<file path="src/rtl/seq_mul_pkg.sv">
// Shared types and helpers for the seq_mul_hs handshaked sequential multiplier.
package seq_mul_pkg;

    typedef enum logic [1:0] {
        IDLE = 2'd0,
        CALC = 2'd1,
        FIX  = 2'd2,
        DONE = 2'd3
    } seq_mul_state_e;

    // Width of a counter that can hold values 0..w.
    function automatic int cnt_width(input int w);
        return $clog2(w + 1);
    endfunction

endpackage

</file>
<file path="src/rtl/seq_mul_ctrl.sv">
// FSM, bit counter and handshake outputs for seq_mul_hs; drives load/step/fix strobes.
// SEQ_MUL_HS_EARLY_TERM_EN: leave CALC once the shifted multiplier is empty.
module seq_mul_ctrl
    import seq_mul_pkg::*;
#(
    parameter int WIDTH = 16
) (
    input  logic clk,
    input  logic reset,
    input  logic src_valid_i,
    input  logic dest_ready_i,
`ifdef SEQ_MUL_HS_EARLY_TERM_EN
    input  logic mult_empty_i,
`endif
    output logic src_ready_o,
    output logic dest_valid_o,
    output logic load_o,
    output logic step_o,
    output logic fix_o
);

    localparam int CNT_W = cnt_width(WIDTH);

    seq_mul_state_e   state_q, state_d;
    logic [CNT_W-1:0] cnt_q, cnt_d;
    logic             calc_exit;

`ifdef SEQ_MUL_HS_EARLY_TERM_EN
    assign calc_exit = (cnt_q == CNT_W'(WIDTH - 1)) || mult_empty_i;
`else
    assign calc_exit = (cnt_q == CNT_W'(WIDTH - 1));
`endif

    always_ff @(posedge clk) begin
        if (reset) begin
            state_q <= IDLE;
            cnt_q   <= '0;
        end else begin
            state_q <= state_d;
            cnt_q   <= cnt_d;
        end
    end

    always_comb begin
        // NOTE: every output gets a default first, so no path can infer a latch.
        state_d      = state_q;
        cnt_d        = cnt_q;
        load_o       = 1'b0;
        step_o       = 1'b0;
        fix_o        = 1'b0;
        src_ready_o  = (state_q == IDLE);
        dest_valid_o = (state_q == DONE);
        case (state_q)
            IDLE: begin
                if (src_valid_i) begin
                    load_o  = 1'b1;
                    cnt_d   = '0;
                    state_d = CALC;
                end
            end
            CALC: begin
                step_o = 1'b1;
                cnt_d  = cnt_q + CNT_W'(1);
                if (calc_exit) begin
                    state_d = FIX;
                end
            end
            FIX: begin
                fix_o   = 1'b1;
                state_d = DONE;
            end
            DONE: begin
                if (dest_ready_i) begin
                    state_d = IDLE;
                end
            end
        endcase
    end

endmodule

</file>
<file path="src/rtl/seq_mul_hs.sv">
// Parametrised shift-add multiplier, signed/unsigned per transaction, valid/ready on both sides.
// SEQ_MUL_HS_EARLY_TERM_EN: shortens CALC when the remaining multiplier bits are all zero.
module seq_mul_hs
    import seq_mul_pkg::*;
#(
    parameter int WIDTH = 16
) (
    input  logic               clk,
    input  logic               reset,
    input  logic               src_valid,
    output logic               src_ready,
    input  logic [WIDTH-1:0]   a,
    input  logic [WIDTH-1:0]   b,
    input  logic               is_signed,
    output logic               dest_valid,
    input  logic               dest_ready,
    output logic [2*WIDTH-1:0] product
);

    logic [2*WIDTH-1:0] mcand_q, acc_q, product_q;
    logic [WIDTH-1:0]   mult_q;
    logic               sign_q;
    logic [WIDTH-1:0]   a_mag, b_mag;
    logic               load, step, fix;

    // -2^(WIDTH-1) negates to itself, which reads correctly as the unsigned magnitude.
    assign a_mag = (is_signed && a[WIDTH-1]) ? -a : a;
    assign b_mag = (is_signed && b[WIDTH-1]) ? -b : b;

`ifdef SEQ_MUL_HS_EARLY_TERM_EN
    logic mult_empty;
    assign mult_empty = (mult_q[WIDTH-1:1] == '0);
`endif

    seq_mul_ctrl #(.WIDTH(WIDTH)) u_ctrl (
        .clk          (clk),
        .reset        (reset),
        .src_valid_i  (src_valid),
        .dest_ready_i (dest_ready),
`ifdef SEQ_MUL_HS_EARLY_TERM_EN
        .mult_empty_i (mult_empty),
`endif
        .src_ready_o  (src_ready),
        .dest_valid_o (dest_valid),
        .load_o       (load),
        .step_o       (step),
        .fix_o        (fix)
    );

    always_ff @(posedge clk) begin
        // NOTE: non-blocking updates, so each register sees the pre-edge values of the others.
        if (reset) begin
            mcand_q   <= '0;
            mult_q    <= '0;
            acc_q     <= '0;
            sign_q    <= 1'b0;
            product_q <= '0;
        end else begin
            if (load) begin
                mcand_q <= {{WIDTH{1'b0}}, a_mag};
                mult_q  <= b_mag;
                acc_q   <= '0;
                sign_q  <= is_signed & (a[WIDTH-1] ^ b[WIDTH-1]);
            end
            if (step) begin
                if (mult_q[0]) begin
                    acc_q <= acc_q + mcand_q;
                end
                mcand_q <= mcand_q << 1;
                mult_q  <= mult_q >> 1;
            end
            if (fix) begin
                product_q <= sign_q ? -acc_q : acc_q;
            end
        end
    end

    assign product = product_q;

endmodule

</file>
<file path="config.mk">
export PLATFORM = sky130hd
export DESIGN_NAME = seq_mul_hs
export DESIGN_NICKNAME = d
export VERILOG_FILES = /design/src/rtl/seq_mul_pkg.sv /design/src/rtl/seq_mul_ctrl.sv /design/src/rtl/seq_mul_hs.sv
export SDC_FILE = /design/constraint.sdc
export NUM_CORES = 1
export LEC_CHECK = 0
export CORE_ASPECT_RATIO = 0.8
export CORE_MARGIN = 2
export CORE_UTILIZATION = 30
export DETAILED_ROUTE_END_ITERATION = 12
export PLACE_DENSITY = 0.56
export SLEW_MARGIN = 20
export SYNTH_ARGS = -nofsm -noshare
export SYNTH_HDL_FRONTEND = slang
export SYNTH_SLANG_ARGS = --single-unit
</file>
<file path="constraint.sdc">
create_clock -name clk -period 4 [get_ports clk]
set_clock_uncertainty 0.15 [all_clocks]
set_input_delay 0.6 -clock clk [delete_from_list [all_inputs] [get_ports clk]]
set_output_delay 0.6 -clock clk [all_outputs]
set_load 0.01 [all_outputs]
</file>
==> results.py, run 1 <==
metrics = {
    "final_layout": {
        "regArea_um2": 2402,
        "nets": 1050,
        "multiInputGateArea_um2": 4623,
        "area_growth_pct": 21.33,
        "fillers": 2425,
        "utilization_pct": 37.39,
        "antennaDiodeCount": 0,
        "fin_cells": 1296,
        "drive_above_1_share_pct": 5.081,
    },
    "synth": {
        "ys.flop_type": "dfxtp_1",
        "synth-async-reset-ratio_pct": 0,
        "syn_avg_cell_area_um2": 7.875,
        "synth_seq_cells": 120,
        "synth_area_um2": 7268,
        "synth_edf_count": 0,
        "synth_nets": 1001,
        "ys_types": 53,
        "yosysWarnings": 0,
        "yosysSeqAreaShare_pct": 33.05,
        "synth_cells": 923,
    },
    "critical_path": {
        "reg2reg_setup_slack_ns": 0.31,
        "startpoint": "acc_q[6]",
        "crit_path_end_kind": "flop",
        "r2r-end": "acc_q[31]",
        "critical_path_class": "reg2reg",
        "startpoint_type": "flop",
        "arrival_ns": 3.82,
        "required_ns": 4.12,
        "r2r-start": "acc_q[6]",
        "rr_worst_depth": 12,
        "critPathMaxFanout": 7,
    },
    "global_routing": {
        "grtUsageTotal_pct": 15.79,
        "grt-ovfl-total": 0,
        "grt_max_degree": 57,
        "first_global_vias": 6122,
        "grt_pass1_wl_um": 32170,
        "antenna_found_initial": 0,
    },
    "cts": {
        "cts_hold_buffers": 0,
        "postCtsSetupRepairBufs": 0,
        "htreeDepth": 4,
        "cts.sink_count": 120,
        "root_buffer": "clkbuf_16",
        "post_cts_resized": 0,
        "cts_tree": "yes",
        "clkTransAtPathRegs_ns": 0.06,
        "clk_latency_ns": 0.42,
        "cts_buffers": 17,
        "clk_path_buf_depth": 2,
    },
    "worst_hold_path": {
        "hold_end": "mcand_q[27]",
        "holdCritPathClass": "reg2reg",
        "min_from": "mcand_q[26]",
        "hold_depth": 2,
    },
    "floorplan": {
        "dieArea_um2": 25500,
        "start_util_pct": 30.82,
        "die_h_um": 143.2,
        "core_area_um2": 23590,
        "io_pins": 71,
        "rows": 50,
        "die_width_um": 178.0,
    },
    "timing": {
        "fmax_ghz": 0.2707,
        "hold_viol": 0,
        "rsz0062_at_grt": "no",
        "maxSlewViolCount": 0,
        "period_needed_ns": 3.695,
        "tightestPinTransition_ns": 1.035,
        "fin_ws_ns": 0.3053,
        "finalSetupViolCount": 0,
        "period_share_pct": 92.37,
        "fin_tns_setup_ns": 0,
        "maxSlewHeadroom_pct": 30.85,
    },
    "power_and_ir_drop": {
        "ir_drop_v": 0.0003260,
        "pwr_density_cell_nw_per_um2": 534.6,
        "fin_total_pwr_mw": 4.714,
        "p_leak_nw": 3.454,
    },
    "detailed_routing": {
        "wl_um": 19470,
        "drt-initial-drc-count": 382,
        "viasPerCell": 5.112,
        "wl_per_cell_um": 15.02,
        "detail_route.first_pass.iterations": 5,
        "drc": 0,
        "vias": 6625,
        "antenna_left": 0,
    },
    "status": {
        "status": "finished clean",
    },
    "placed_design": {
        "dpl_worst_slack_ns": 0.3640,
        "place_congestion": 0.8721,
        "dp.cells": 1265,
        "dp_hpwl_um": 14030,
        "io_buffer_count": 70,
    },
    "flow_run": {
        "drv_cap": 0,
    },
}
==> kinds of logic after synthesis <==
logic type	count (synthesis)	synth area share, %
buffers and inverters	69	3.563
XOR/XNOR	75	9.038
AO/OA/AOI/OAI	271	24.03
flip-flops	120	33.05
multiplexers	18	2.479
adder cells (fa/ha/maj)	41	7.161
AND/OR/NAND/NOR	329	20.67
==> area by class of cell <==
| cell class | count | area share (%) |
|---|---|---|
| Clock buffer | 21 | 5.221 |
| Tap cell | 312 | 4.427 |
| Clock inverter | 10 | 1.107 |
| Sequential cell | 120 | 27.24 |
| Multi-Input combinational cell | 734 | 52.43 |
| Inverter | 19 | 0.8087 |
| Timing Repair Buffer | 80 | 8.768 |
==> per-layer routing <==
metal | global-route usage (%) | part of all wire, % | vias to the layer above
met2 | 23.42 | 42 | 124
met3 | 3.301 | 3.9 | 19
met4 | 4.789 | 1.5 | 0
met5 | 0 | 0 | -
li1 | - | - | 3415
met1 | 22.73 | 53 | 3067
==> state kept, by name, indices dropped and copies added (netlist names) <==
register and flops:
acc_q 32, mcand_q 32, product 32, mult_q 16, u_ctrl.cnt_q 5, u_ctrl.state_q 2, sign_q 1
==> worst max-delay path by stage <==
stage | endpoint | slack, ns | cells after the start
after detailed placement | acc_q[31] | 0.36 | 12
after floorplan | acc_q[26] | 0.79 | 12
after global placement | acc_q[31] | 0.40 | 12
final | acc_q[31] | 0.31 | 12
after CTS | acc_q[31] | 0.34 | 12
after global routing | acc_q[31] | 0.004 | 12
==> layout by cell type (no fill, tap or decap), types with 3 or more instances in the layout <==
| master | instances |
|---|---|
| and3_1 | 8 |
| o21a_1 | 7 |
| dfxtp_1 | 120 |
| o41ai_1 | 4 |
| or4_1 | 5 |
| clkinv_4 | 3 |
| ha_1 | 38 |
| a32oi_1 | 3 |
| a41oi_1 | 3 |
| a21o_1 | 18 |
| or3_1 | 15 |
| clkinvlp_4 | 3 |
| buf_4 | 11 |
| a311oi_1 | 14 |
| xor2_1 | 40 |
| clkdlybuf4s50_1 | 69 |
| o31ai_1 | 8 |
| nand2_1 | 84 |
| o21bai_1 | 3 |
| nor2_1 | 145 |
| nor4_1 | 4 |
| nor2b_1 | 7 |
| inv_1 | 19 |
| nor3_1 | 14 |
| a211oi_1 | 39 |
| xnor2_1 | 35 |
| nand2b_1 | 4 |
| and2_1 | 4 |
| nand3b_1 | 18 |
| a31oi_1 | 7 |
| a21oi_1 | 90 |
| a22oi_1 | 16 |
| mux2i_1 | 18 |
| o21ai_0 | 46 |
| clkbuf_16 | 17 |
| nand3_1 | 9 |
==> synth_stat cells, drive strengths merged (2+ instances only) <==
cell | number | area share (%)
a211oi | 39 | 4.0
a21o | 18 | 1.9
a21oi | 90 | 6.2
a22oi | 16 | 1.7
a311oi | 14 | 1.7
a31oi | 7 | 0.60
a32oi | 3 | 0.36
a41oi | 3 | 0.36
and2 | 5 | 0.43
and3 | 8 | 0.69
buf | 11 | 0.57
clkbuf | 39 | 2.0
dfxtp | 120 | 33
ha | 40 | 6.9
inv | 19 | 0.98
mux2i | 18 | 2.5
nand2 | 84 | 4.3
nand2b | 4 | 0.34
nand3 | 9 | 0.62
nand3b | 18 | 1.9
nand4 | 2 | 0.17
nor2 | 145 | 7.5
nor2b | 7 | 0.60
nor3 | 14 | 0.96
nor4 | 4 | 0.34
o21a | 7 | 0.72
o21ai | 46 | 3.2
o21bai | 3 | 0.31
o22ai | 2 | 0.17
o31ai | 8 | 0.83
o41ai | 5 | 0.71
or2 | 4 | 0.34
or3 | 15 | 1.3
or4 | 7 | 0.83
xnor2 | 35 | 4.2
xor2 | 40 | 4.8
==> per-stage QoR <==
step | cell area, um^2 | hold slack (ns)
2_1_floorplan | 7268 | 0.2993
3_3_place_gp | 8250 | 0.3160
3_5_place_dp | 8250 | 0.3168
4_1_cts | 8808 | 0.3209
5_1_grt | 8818 | 0.3486
6_report | 8818 | 0.3235
==> report_power, final <==
group	leakage [nW]	switching, mW	internal, mW
logic	2.21	0.984	0.691
clock network	0.266	0.578	0.885
registers	0.974	0.166	1.41
total	3.45	1.73	2.99
==> worst max-delay path, stage by stage (launching register included) <==
cell,delay [ns]
dfxtp_1,0.37
ha_1,0.43
and3_1,0.20
nor4b_1,0.36
a2111oi_2,0.10
buf_4,0.17
a31oi_1,0.31
a41oi_1,0.29
o31ai_1,0.52
o221a_2,0.32
nor2_1,0.06
xnor2_1,0.13
o221ai_1,0.14
(Power assumes the default switching activity.)
==> run 2, diff against run 1 <==
==> constraint.sdc (replaced) <==
create_clock -name clk -period 4 [get_ports clk]
set_clock_uncertainty 0.15 [all_clocks]
set_input_delay 1 -clock clk [delete_from_list [all_inputs] [get_ports clk]]
set_output_delay 1 -clock clk [all_outputs]
set_load 0.01 [all_outputs]
==> results.py, run 2 (synthesized netlist as in run 1, its figures left out) <==
metrics = {
    "status": {
        "status": "finished clean",
    },
    "critical_path": {
        "critPathMaxFanout": 5,
        "arrival_ns": 3.72,
        "required_ns": 4.13,
        "crit_path_end_kind": "flop",
        "startpoint_type": "flop",
        "critical_path_class": "reg2reg",
    },
    "placed_design": {
        "dp_hpwl_um": 13770,
        "dpl_worst_slack_ns": 0.4661,
        "place_congestion": 0.8481,
        "io_buffer_count": 70,
    },
    "floorplan": {
        "die_width_um": 178.0,
        "rows": 50,
        "die_h_um": 143.2,
        "start_util_pct": 30.82,
        "dieArea_um2": 25500,
        "core_area_um2": 23590,
        "io_pins": 71,
    },
    "detailed_routing": {
        "antenna_left": 0,
        "viasPerCell": 5.038,
        "drc": 0,
        "vias": 6539,
        "wl_per_cell_um": 14.69,
        "wl_um": 19070,
        "drt-initial-drc-count": 427,
        "detail_route.first_pass.iterations": 5,
    },
    "timing": {
        "finalSetupViolCount": 0,
        "maxSlewHeadroom_pct": 40.40,
        "period_share_pct": 89.74,
        "maxSlewViolCount": 0,
        "period_needed_ns": 3.590,
        "fmax_ghz": 0.2786,
        "fin_ws_ns": 0.4102,
        "fin_tns_setup_ns": 0,
        "tightestPinTransition_ns": 0.8939,
        "hold_viol": 0,
        "rsz0062_at_grt": "no",
    },
    "cts": {
        "cts.sink_count": 120,
        "cts_buffers": 17,
        "root_buffer": "clkbuf_16",
        "post_cts_resized": 0,
        "htreeDepth": 4,
        "clk_path_buf_depth": 2,
        "cts_hold_buffers": 0,
        "clkTransAtPathRegs_ns": 0.06,
        "postCtsSetupRepairBufs": 0,
        "cts_tree": "yes",
        "clk_latency_ns": 0.42,
    },
    "global_routing": {
        "grt_pass1_wl_um": 31820,
        "grt-ovfl-total": 0,
        "antenna_found_initial": 0,
        "grtUsageTotal_pct": 15.71,
        "first_global_vias": 6065,
        "grt_max_degree": 99,
    },
    "final_layout": {
        "final_common_cell": "nor2_1",
        "final_cell_mix": "nor2_1 (145), dfxtp_1 (120), a21oi_1 (90)",
        "antennaDiodeCount": 0,
        "nets": 1051,
        "utilization_pct": 37.66,
        "area_growth_pct": 22.21,
        "drive_above_1_share_pct": 5.375,
    },
    "power_and_ir_drop": {
        "ir_drop_v": 0.0003084,
        "p_leak_nw": 3.493,
        "pwr_density_cell_nw_per_um2": 545.3,
    },
    "flow_run": {
        "drv_cap": 0,
    },
    "worst_hold_path": {
        "holdCritPathClass": "reg2reg",
    },
}
[run 2: changes by cell type in the layout (fill, tap and decap cells not counted)]
cell	change
bufinv_16	+2
clkinvlp_4	-2
clkinv_4	+1
ha_2	+1
clkbuf_8	-1
inv_6	+2
ha_4	-1
clkbuf_1	-1
buf_12	+1
[run 2: area by class of cell]
class | count | area (um^2)
tap | 312 | 390.4
clock inverter | 13 | 168.9
clock buffer | 19 | 442.9
fill | 2395 | 14700
timing repair buffer | 81 | 793.3
multi-input combinational | 734 | 4613
sequential | 120 | 2402
inverter | 19 | 71.32
[run 2: per-stage QoR]
stage               total power, mW  hold slack (ns)  cell area (um^2)  cells
global placement              3.278           0.3143              8270   1266
detailed placement            3.285           0.3190              8270   1266
floorplan                     2.750           0.2993              7268    923
finish                        4.843           0.3267              8882   1298
global route                  5.208           0.3379              8882   1298
CTS                           4.912           0.3286              8882   1298
[run 2: layer usage]
layer	GRT usage [%]	wire, um
met4	4.875	176
met2	23.32	8155
met5	0	0
met3	3.009	634
met1	22.77	10110
[run 2: power by group]
group / leakage [nW] / switching, mW / internal [mW]
Clock: 0.298 / 0.596 / 1.00
Combinational: 2.22 / 0.973 / 0.699
Sequential: 0.974 / 0.163 / 1.41
Total: 3.49 / 1.73 / 3.11
[run 2: path summary, 6_finish.rpt]
| kind | start | end | slack (ns) | cells after the start |
|---|---|---|---|---|
| max reg2reg | acc_q[0] | acc_q[26] | 0.41 | 12 |
| max | acc_q[0] | acc_q[26] | 0.41 | 12 |
| min | mcand_q[23] | mcand_q[24] | 0.33 | 2 |
| min reg2reg | mcand_q[23] | mcand_q[24] | 0.33 | 2 |
[run 2: critical path, cell delays in order, from the launching register on]
cell and delay [ns]:
dfxtp_1 0.35, ha_1 0.24, fa_1 0.42, a21o_1 0.19
a21oi_1 0.23, o21ai_0 0.22, a21oi_1 0.21, o21ai_0 0.12
o41a_1 0.39, a211o_1 0.34, a311oi_1 0.33, xor2_1 0.16
o21ai_0 0.08
